`config.mk`:
```
export PLATFORM = sky130hd
export DESIGN_NAME = corr_window_sequencer
export DESIGN_NICKNAME = d
export VERILOG_FILES = /design/src/rtl/corr_window_sequencer.sv
export SDC_FILE = /design/constraint.sdc
export NUM_CORES = 1
export LEC_CHECK = 0
export ABC_AREA = 1
export ABC_CLOCK_PERIOD_IN_PS = 7800
export CAP_MARGIN = 10
export CORE_ASPECT_RATIO = 1.1
export CORE_MARGIN = 4
export CORE_UTILIZATION = 60
export CTS_CLUSTER_DIAMETER = 60
export DETAILED_ROUTE_END_ITERATION = 10
export GPL_TIMING_DRIVEN = 0
export PLACE_DENSITY_LB_ADDON = 0.12
export SYNTH_ARGS = -nofsm -noshare
export SYNTH_HDL_FRONTEND = slang
export SYNTH_SLANG_ARGS = --single-unit
```
`constraint.sdc`:
```
create_clock -name i_clk -period 7.8 [get_ports i_clk]
set_input_delay 2.34 -clock i_clk [delete_from_list [all_inputs] [get_ports i_clk]]
set_output_delay 2.34 -clock i_clk [all_outputs]
set_load 0.01 [all_outputs]
```
`src/rtl/corr_window_sequencer.sv`:
```
// ---------------------------------------------------------------------------
// corr_window_sequencer
//
// Sequencing controller for the usbfsBpCorrelator probe-pair datapath
// (48 MHz domain). It performs three jobs:
//   - generates jittered sample strobes: a base period plus a pseudo-random
//     offset taken from a 16-bit Galois LFSR,
//   - frames the strobes into windows of 2^exp samples,
//   - handshakes each finished window's result into the packet FIFO.
// Sampling stalls while a result is waiting for the FIFO.
//
// Ports
//   i_clk                  single clock
//   i_rst                  synchronous active-high reset; dominates everything
//   i_cg                   clock-gate enable; low freezes all state and outputs
//   i_cfg_enable           run request; low aborts an in-progress window
//   i_cfg_windowLengthExp  window = 2^value samples (clamped to 1..MAX)
//   i_cfg_samplePeriodM1   base sample interval minus one
//   i_cfg_sampleJitterExp  number of LFSR bits added as jitter (clamped to MAX)
//   o_sampleStrobe         one-cycle pulse: datapath captures probes
//   o_windowStart          with the first strobe of a window
//   o_windowEnd            with the last strobe of a window
//   o_rslt_valid           window result offered to the packet FIFO
//   i_rslt_ready           packet FIFO accepts the result
//   o_windowIdx            index of the window presented or being sampled
//   o_busy                 sequencer is not idle
// ---------------------------------------------------------------------------
module corr_window_sequencer #(
    parameter int MAX_WINDOW_LENGTH_EXP = 16,
    parameter int MAX_SAMPLE_PERIOD_EXP = 15,
    parameter int MAX_SAMPLE_JITTER_EXP = 8
) (
    input  logic                                     i_clk,
    input  logic                                     i_rst,
    input  logic                                     i_cg,
    input  logic                                     i_cfg_enable,
    input  logic [$clog2(MAX_WINDOW_LENGTH_EXP+1)-1:0] i_cfg_windowLengthExp,
    input  logic [MAX_SAMPLE_PERIOD_EXP-1:0]         i_cfg_samplePeriodM1,
    input  logic [$clog2(MAX_SAMPLE_JITTER_EXP+1)-1:0] i_cfg_sampleJitterExp,
    output logic                                     o_sampleStrobe,
    output logic                                     o_windowStart,
    output logic                                     o_windowEnd,
    output logic                                     o_rslt_valid,
    input  logic                                     i_rslt_ready,
    output logic [7:0]                               o_windowIdx,
    output logic                                     o_busy
);

    localparam int EW = $clog2(MAX_WINDOW_LENGTH_EXP + 1);  // window exponent width
    localparam int JW = $clog2(MAX_SAMPLE_JITTER_EXP + 1);  // jitter exponent width
    localparam int PW = MAX_SAMPLE_PERIOD_EXP;              // period field width
    localparam int CW = MAX_SAMPLE_PERIOD_EXP + 1;          // period counter width
    localparam int SW = MAX_WINDOW_LENGTH_EXP + 1;          // sample counter width

    localparam logic [15:0] LFSR_SEED = 16'hACE1;
    localparam logic [15:0] LFSR_MASK = 16'hB400;

    typedef enum logic [1:0] {
        IDLE     = 2'd0,
        SAMPLING = 2'd1,
        RESULT   = 2'd2
    } state_t;

    // Per-window shadow copy of the configuration.
    typedef struct packed {
        logic [EW-1:0] win_exp;
        logic [PW-1:0] period_m1;
        logic [JW-1:0] jit_exp;
    } cfg_t;

    // One step of the right-shifting Galois LFSR.
    function automatic logic [15:0] lfsr_step(input logic [15:0] cur);
        return {1'b0, cur[15:1]} ^ (cur[0] ? LFSR_MASK : 16'h0000);
    endfunction

    // Low jit_exp bits of the LFSR, zero-extended to counter width.
    function automatic logic [CW-1:0] jitter_of(input logic [15:0] lfsr,
                                                 input logic [JW-1:0] jit_exp);
        logic [CW-1:0] jit;
        jit = {CW{1'b0}};
        for (int i = 0; i < MAX_SAMPLE_JITTER_EXP; i++) begin
            if (i < int'(jit_exp)) begin
                jit[i] = lfsr[i];
            end else begin
                jit[i] = 1'b0;
            end
        end
        return jit;
    endfunction

    // Illegal window exponents are forced into 1..MAX so a window always
    // has at least two samples; start and end can then never coincide.
    function automatic logic [EW-1:0] clamp_win_exp(input logic [EW-1:0] e);
        if (e == {EW{1'b0}}) begin
            return EW'(1);
        end else if (e > EW'(MAX_WINDOW_LENGTH_EXP)) begin
            return EW'(MAX_WINDOW_LENGTH_EXP);
        end else begin
            return e;
        end
    endfunction

    // Jitter widths beyond the supported mask are limited to the maximum.
    function automatic logic [JW-1:0] clamp_jit_exp(input logic [JW-1:0] e);
        if (e > JW'(MAX_SAMPLE_JITTER_EXP)) begin
            return JW'(MAX_SAMPLE_JITTER_EXP);
        end else begin
            return e;
        end
    endfunction

    // Sample count value carried by the last strobe of a 2^e window.
    function automatic logic [SW-1:0] last_index(input logic [EW-1:0] e);
        return (SW'(1) << e) - SW'(1);
    endfunction

    // Registers
    state_t        state_r;
    cfg_t          cfg_r;
    logic [15:0]   lfsr_r;
    logic [CW-1:0] cnt_r;
    logic [SW-1:0] sample_cnt_r;
    logic          strobe_r;
    logic          start_r;
    logic          end_r;
    logic          valid_r;
    logic [7:0]    idx_r;
    logic          busy_r;

    // Next values
    state_t        state_s;
    cfg_t          cfg_s;
    logic [15:0]   lfsr_s;
    logic [CW-1:0] cnt_s;
    logic [SW-1:0] sample_cnt_s;
    logic          strobe_s;
    logic          start_s;
    logic          end_s;
    logic          valid_s;
    logic [7:0]    idx_s;
    logic          busy_s;

    // Helpers shared by the FSM branches
    cfg_t          launch_cfg_s;
    logic [CW-1:0] launch_cnt_s;
    logic [CW-1:0] reload_cnt_s;
    logic [15:0]   lfsr_adv_s;
    logic [SW-1:0] last_idx_s;
    logic          cnt_zero_s;
    logic          last_sample_s;

    // A launch reads the live config pins; reloads use the shadow copy.
    // Both take jitter from the current LFSR value, which then advances.
    assign launch_cfg_s.win_exp   = clamp_win_exp(i_cfg_windowLengthExp);
    assign launch_cfg_s.period_m1 = i_cfg_samplePeriodM1;
    assign launch_cfg_s.jit_exp   = clamp_jit_exp(i_cfg_sampleJitterExp);
    assign launch_cnt_s  = {1'b0, i_cfg_samplePeriodM1} + jitter_of(lfsr_r, launch_cfg_s.jit_exp);
    assign reload_cnt_s  = {1'b0, cfg_r.period_m1} + jitter_of(lfsr_r, cfg_r.jit_exp);
    assign lfsr_adv_s    = lfsr_step(lfsr_r);
    assign last_idx_s    = last_index(cfg_r.win_exp);
    assign cnt_zero_s    = (cnt_r == {CW{1'b0}});
    assign last_sample_s = (sample_cnt_r == last_idx_s);

    // Next-state, counter, LFSR and output decode for the sequencer FSM.
    always_comb begin
        state_s      = state_r;
        cfg_s        = cfg_r;
        lfsr_s       = lfsr_r;
        cnt_s        = cnt_r;
        sample_cnt_s = sample_cnt_r;
        strobe_s     = 1'b0;
        start_s      = 1'b0;
        end_s        = 1'b0;
        valid_s      = valid_r;
        idx_s        = idx_r;

        case (state_r)
            IDLE: begin
                if (i_cfg_enable) begin
                    state_s      = SAMPLING;
                    cfg_s        = launch_cfg_s;
                    cnt_s        = launch_cnt_s;
                    lfsr_s       = lfsr_adv_s;
                    sample_cnt_s = {SW{1'b0}};
                end else begin
                    state_s = IDLE;
                end
            end

            SAMPLING: begin
                if (!i_cfg_enable) begin
                    // Abort: the partial window is dropped without a result.
                    state_s      = IDLE;
                    cnt_s        = {CW{1'b0}};
                    sample_cnt_s = {SW{1'b0}};
                end else if (cnt_zero_s) begin
                    strobe_s = 1'b1;
                    start_s  = (sample_cnt_r == {SW{1'b0}});
                    end_s    = last_sample_s;
                    cnt_s    = reload_cnt_s;
                    lfsr_s   = lfsr_adv_s;
                    if (last_sample_s) begin
                        state_s      = RESULT;
                        sample_cnt_s = {SW{1'b0}};
                    end else begin
                        sample_cnt_s = sample_cnt_r + SW'(1);
                    end
                end else begin
                    cnt_s = cnt_r - CW'(1);
                end
            end

            RESULT: begin
                // First RESULT cycle is the end-strobe cycle itself, so valid
                // rises one cycle later and ready is ignored until then.
                if (!valid_r) begin
                    valid_s = 1'b1;
                end else if (i_rslt_ready) begin
                    valid_s = 1'b0;
                    idx_s   = idx_r + 8'd1;
                    if (i_cfg_enable) begin
                        state_s      = SAMPLING;
                        cfg_s        = launch_cfg_s;
                        cnt_s        = launch_cnt_s;
                        lfsr_s       = lfsr_adv_s;
                        sample_cnt_s = {SW{1'b0}};
                    end else begin
                        state_s = IDLE;
                    end
                end else begin
                    valid_s = 1'b1;
                end
            end

            default: begin
                state_s      = IDLE;
                valid_s      = 1'b0;
                cnt_s        = {CW{1'b0}};
                sample_cnt_s = {SW{1'b0}};
            end
        endcase

        busy_s = (state_s != IDLE);
    end

    // State, shadow config and registered outputs; reset overrides clock gating.
    always_ff @(posedge i_clk) begin
        if (i_rst) begin
            state_r      <= IDLE;
            cfg_r        <= '{win_exp: EW'(1), period_m1: {PW{1'b0}}, jit_exp: {JW{1'b0}}};
            lfsr_r       <= LFSR_SEED;
            cnt_r        <= {CW{1'b0}};
            sample_cnt_r <= {SW{1'b0}};
            strobe_r     <= 1'b0;
            start_r      <= 1'b0;
            end_r        <= 1'b0;
            valid_r      <= 1'b0;
            idx_r        <= 8'd0;
            busy_r       <= 1'b0;
        end else if (i_cg) begin
            state_r      <= state_s;
            cfg_r        <= cfg_s;
            lfsr_r       <= lfsr_s;
            cnt_r        <= cnt_s;
            sample_cnt_r <= sample_cnt_s;
            strobe_r     <= strobe_s;
            start_r      <= start_s;
            end_r        <= end_s;
            valid_r      <= valid_s;
            idx_r        <= idx_s;
            busy_r       <= busy_s;
        end
    end

    assign o_sampleStrobe = strobe_r;
    assign o_windowStart  = start_r;
    assign o_windowEnd    = end_r;
    assign o_rslt_valid   = valid_r;
    assign o_windowIdx    = idx_r;
    assign o_busy         = busy_r;

endmodule

```
==> flow_metrics.env <==
export IMPL_ys_top_cells_by_area="dfxtp_1, nand2_1, a21oi_1, nor2_1, o21ai_0"
export IMPL_synthArstFlopShare_pct=0
export IMPL_h_tree_depth=3
export IMPL_hold_slack_ns=0.472
export IMPL_worstPathMaxFanout=7
export IMPL_io_pins=42
export IMPL_fmax_mhz=199
export IMPL_fin_cells=1093
export IMPL_tritoncts="done"
export IMPL_critPathMaxStageDelay_ns=0.50
export IMPL_crit_arrival_ns=5.32
export IMPL_p_leak_nw=2.82
export IMPL_cp_data_required_time_ns=8.10
export IMPL_syn2layout_area_growth_pct=11.6
export IMPL_end_kind="flop"
export IMPL_vias=6209
export IMPL_min_path_type="flop to flop"
export IMPL_initial_core_util_pct=61.3
export IMPL_start_kind="input pin"
export IMPL_ant_nets=0
export IMPL_place_gp_congestion=0.932
export IMPL_syn_avg_cell_area_sq_um=6.55
export IMPL_grtUsageTotal_pct=27.4
export IMPL_min_period_over_period_pct=64.4
export IMPL_synth_edf_count=0
export IMPL_ys_ff_latch=88
export IMPL_die_h_um=113
export IMPL_post_place_ws_ns=2.47
export IMPL_clock_skew_ns=0.00895
export IMPL_synth_most_common_cell="nand2_1"
export IMPL_yosys_most_used_dff="dfxtp_1"
export IMPL_placed_area_sq_um=6560
export IMPL_dp_cells=1078
export IMPL_avgViaCountPerCell=5.68
export IMPL_post_cts_setup_buffer_count=0
export IMPL_setup_tns_ns=0
export IMPL_powerDensity_nw_per_um2=159
export IMPL_synth_top_area_share_pct=29.2
export IMPL_peakVddDrop_mv=0.137
export IMPL_port_buffers=38
export IMPL_netlist_area_sq_um=6030
export IMPL_final_nets=1021
export IMPL_antennaDiodeCount=0
export IMPL_fillerInstances=910
export IMPL_num_rows=38
export IMPL_clk_path_buf_depth=2
export IMPL_cts_root_buffer="clkbuf_8"
export IMPL_slew_headroom_pct=46.9
export IMPL_synth_nets=972
export IMPL_core_sq_um=9840
export IMPL_synth_distinct_cells=53
export IMPL_drive_gt1_share_pct=6.99
export IMPL_cpMostUsedCell="nand2_1"
export IMPL_synth_seq_area_share_pct=29.2
export IMPL_yosys_warnings=0
export IMPL_clkSinkCount=88
export IMPL_grt_pass1_wl_um=26800
export IMPL_setup_ws_ns=2.78
export IMPL_synthTopCellsByCount="nand2_1, nor2_1, inv_1"
export IMPL_post_drt_wl_per_cell_um=14.7
export IMPL_hpwlAfterDp_um=12200
export IMPL_post_route_drc_count=0
export IMPL_ctsResizeCount=0
export IMPL_rsz0062_at_grt="false"
export IMPL_grt_pass1_vias=5663
export IMPL_post_route_min_period_ns=5.02
export IMPL_hold_viol_final=0
export IMPL_fin_area_sq_um=6730
export IMPL_clk_pin_slew_worst_paths_ns=0.09
export IMPL_cap_viol_max_count=0
export IMPL_crit_slowest_cell="clkdlybuf4s50_1"
export IMPL_grt_overflow=0
export IMPL_finalSetupViolCount=0
export IMPL_cts_buffers=9
export IMPL_grt_max_degree=16
export IMPL_drtIter0Drc=370
export IMPL_path_cells="clkdlybuf4s50_1 > nor2_1 > a211oi_1 > ha_1 > nand2_1 > nor3_1 > nand2_1 > o211ai_1 > nand2_1 > nor3_1 > a21oi_1 > nand3b_1 > nand2_1 > nand2_1 > a21oi_1"
export IMPL_status="finished clean"
export IMPL_worst_slew_pin_slew_ns=0.788
export IMPL_yosys_area_top_type="dfxtp_1"
export IMPL_finalMaxSlewViolations=0
export IMPL_routed_wirelength_um=16000
export IMPL_firstDrtPassIters=5
export IMPL_dieWidth_um=104
export IMPL_syn_inst=920
export IMPL_utilization_pct=68.4
export IMPL_worstSetupPathType="input pin to flop"
export IMPL_finalPower_mw=1.07
export IMPL_hold_buffers=0
export IMPL_die_area_sq_um=11700
export IMPL_antenna_found_initial=0
export IMPL_clkLatencyLatePin_ns=0.37
## worst paths after layout
check                            endpoint                     start  depth (start not counted)  slack, ns
setup reg to reg   cnt_r[13]$_SDFFE_PP0P_     cfg_r[3]$_SDFFE_PP0P_                         16       4.71
hold / removal    lfsr_r[15]$_SDFFE_PP1P_   lfsr_r[15]$_SDFFE_PP1P_                          2       0.47
hold reg to reg   lfsr_r[15]$_SDFFE_PP1P_   lfsr_r[15]$_SDFFE_PP1P_                          2       0.47
setup / recovery   cnt_r[14]$_SDFFE_PP0P_  i_cfg_sampleJitterExp[3]                         15       2.78
## cell families (layout without fill, tap and decap cells)
family,Yosys count,after routing,synth area share [%]
and+or+nand+nor,434,434,32.5
buffers and inverters,135,188,9.11
xor gates and xnor gates,30,30,4.36
AOI/OAI and AO/OA,210,210,19.8
DFF,88,88,29.2
adders and majority gates,23,23,5.02
## critical path: cells and delay by family
kind                     cells  cell delay, ns
AO/OA/AOI/OAI                4            0.55
adder cells (fa/ha/maj)      1            0.40
AND/OR/NAND/NOR              9            1.53
buffers and inverters        1            0.50
## routing by layer
layer	GRT usage [%]	part of all wire, %	up-vias
li1	-	-	3165
met1	36.7	46	2849
met2	45.9	46	164
met3	3.59	5.3	31
met4	9.57	2.5	0
met5	0	0	-
## sequential cells by signal, indices dropped and copies added, names as in the netlist
signal	flops
o_busy	1
cfg_r	24
o_windowIdx	8
o_windowEnd	1
cnt_r	16
o_rslt_valid	1
sample_cnt_r	17
state_r	2
o_sampleStrobe	1
o_windowStart	1
lfsr_r	16
## power by group
part	leakage [nW]	total, mW	internal (mW)	switching, mW
Sequential	0.719	0.493	0.472	0.0206
Combinational	2.02	0.280	0.103	0.177
Clock	0.0894	0.298	0.116	0.181
Total	2.82	1.07	0.691	0.379
## placed cells by master (no fill, tap or decap), types with 5 or more instances in the layout
master and count:
a211oi_1 7, a21oi_1 87, a21oi_2 6, a31oi_1 6, buf_2 6, clkbuf_1 19
clkbuf_8 9, clkdlybuf4s50_1 38, dfxtp_1 88, ha_1 21, inv_1 96, inv_2 6
nand2_1 198, nand3_1 62, nand4_1 16, nor2_1 104, nor2_2 5, nor3_1 18
o211ai_1 8, o21ai_0 72, o21ai_1 6, xnor2_1 12, xor2_1 18
## layout make-up
class / instances / area, sq um / area share, %
Tap cell: 120 / 150 / 2.23
Timing Repair Buffer: 38 / 380 / 5.65
Clock inverter: 6 / 45.0 / 0.669
Multi-Input combinational cell: 697 / 3720 / 55.3
Buffer: 31 / 155 / 2.31
Clock buffer: 9 / 124 / 1.84
Sequential cell: 88 / 1760 / 26.2
Inverter: 104 / 394 / 5.86
No activity file was read; power rests on OpenSTA's default activity.
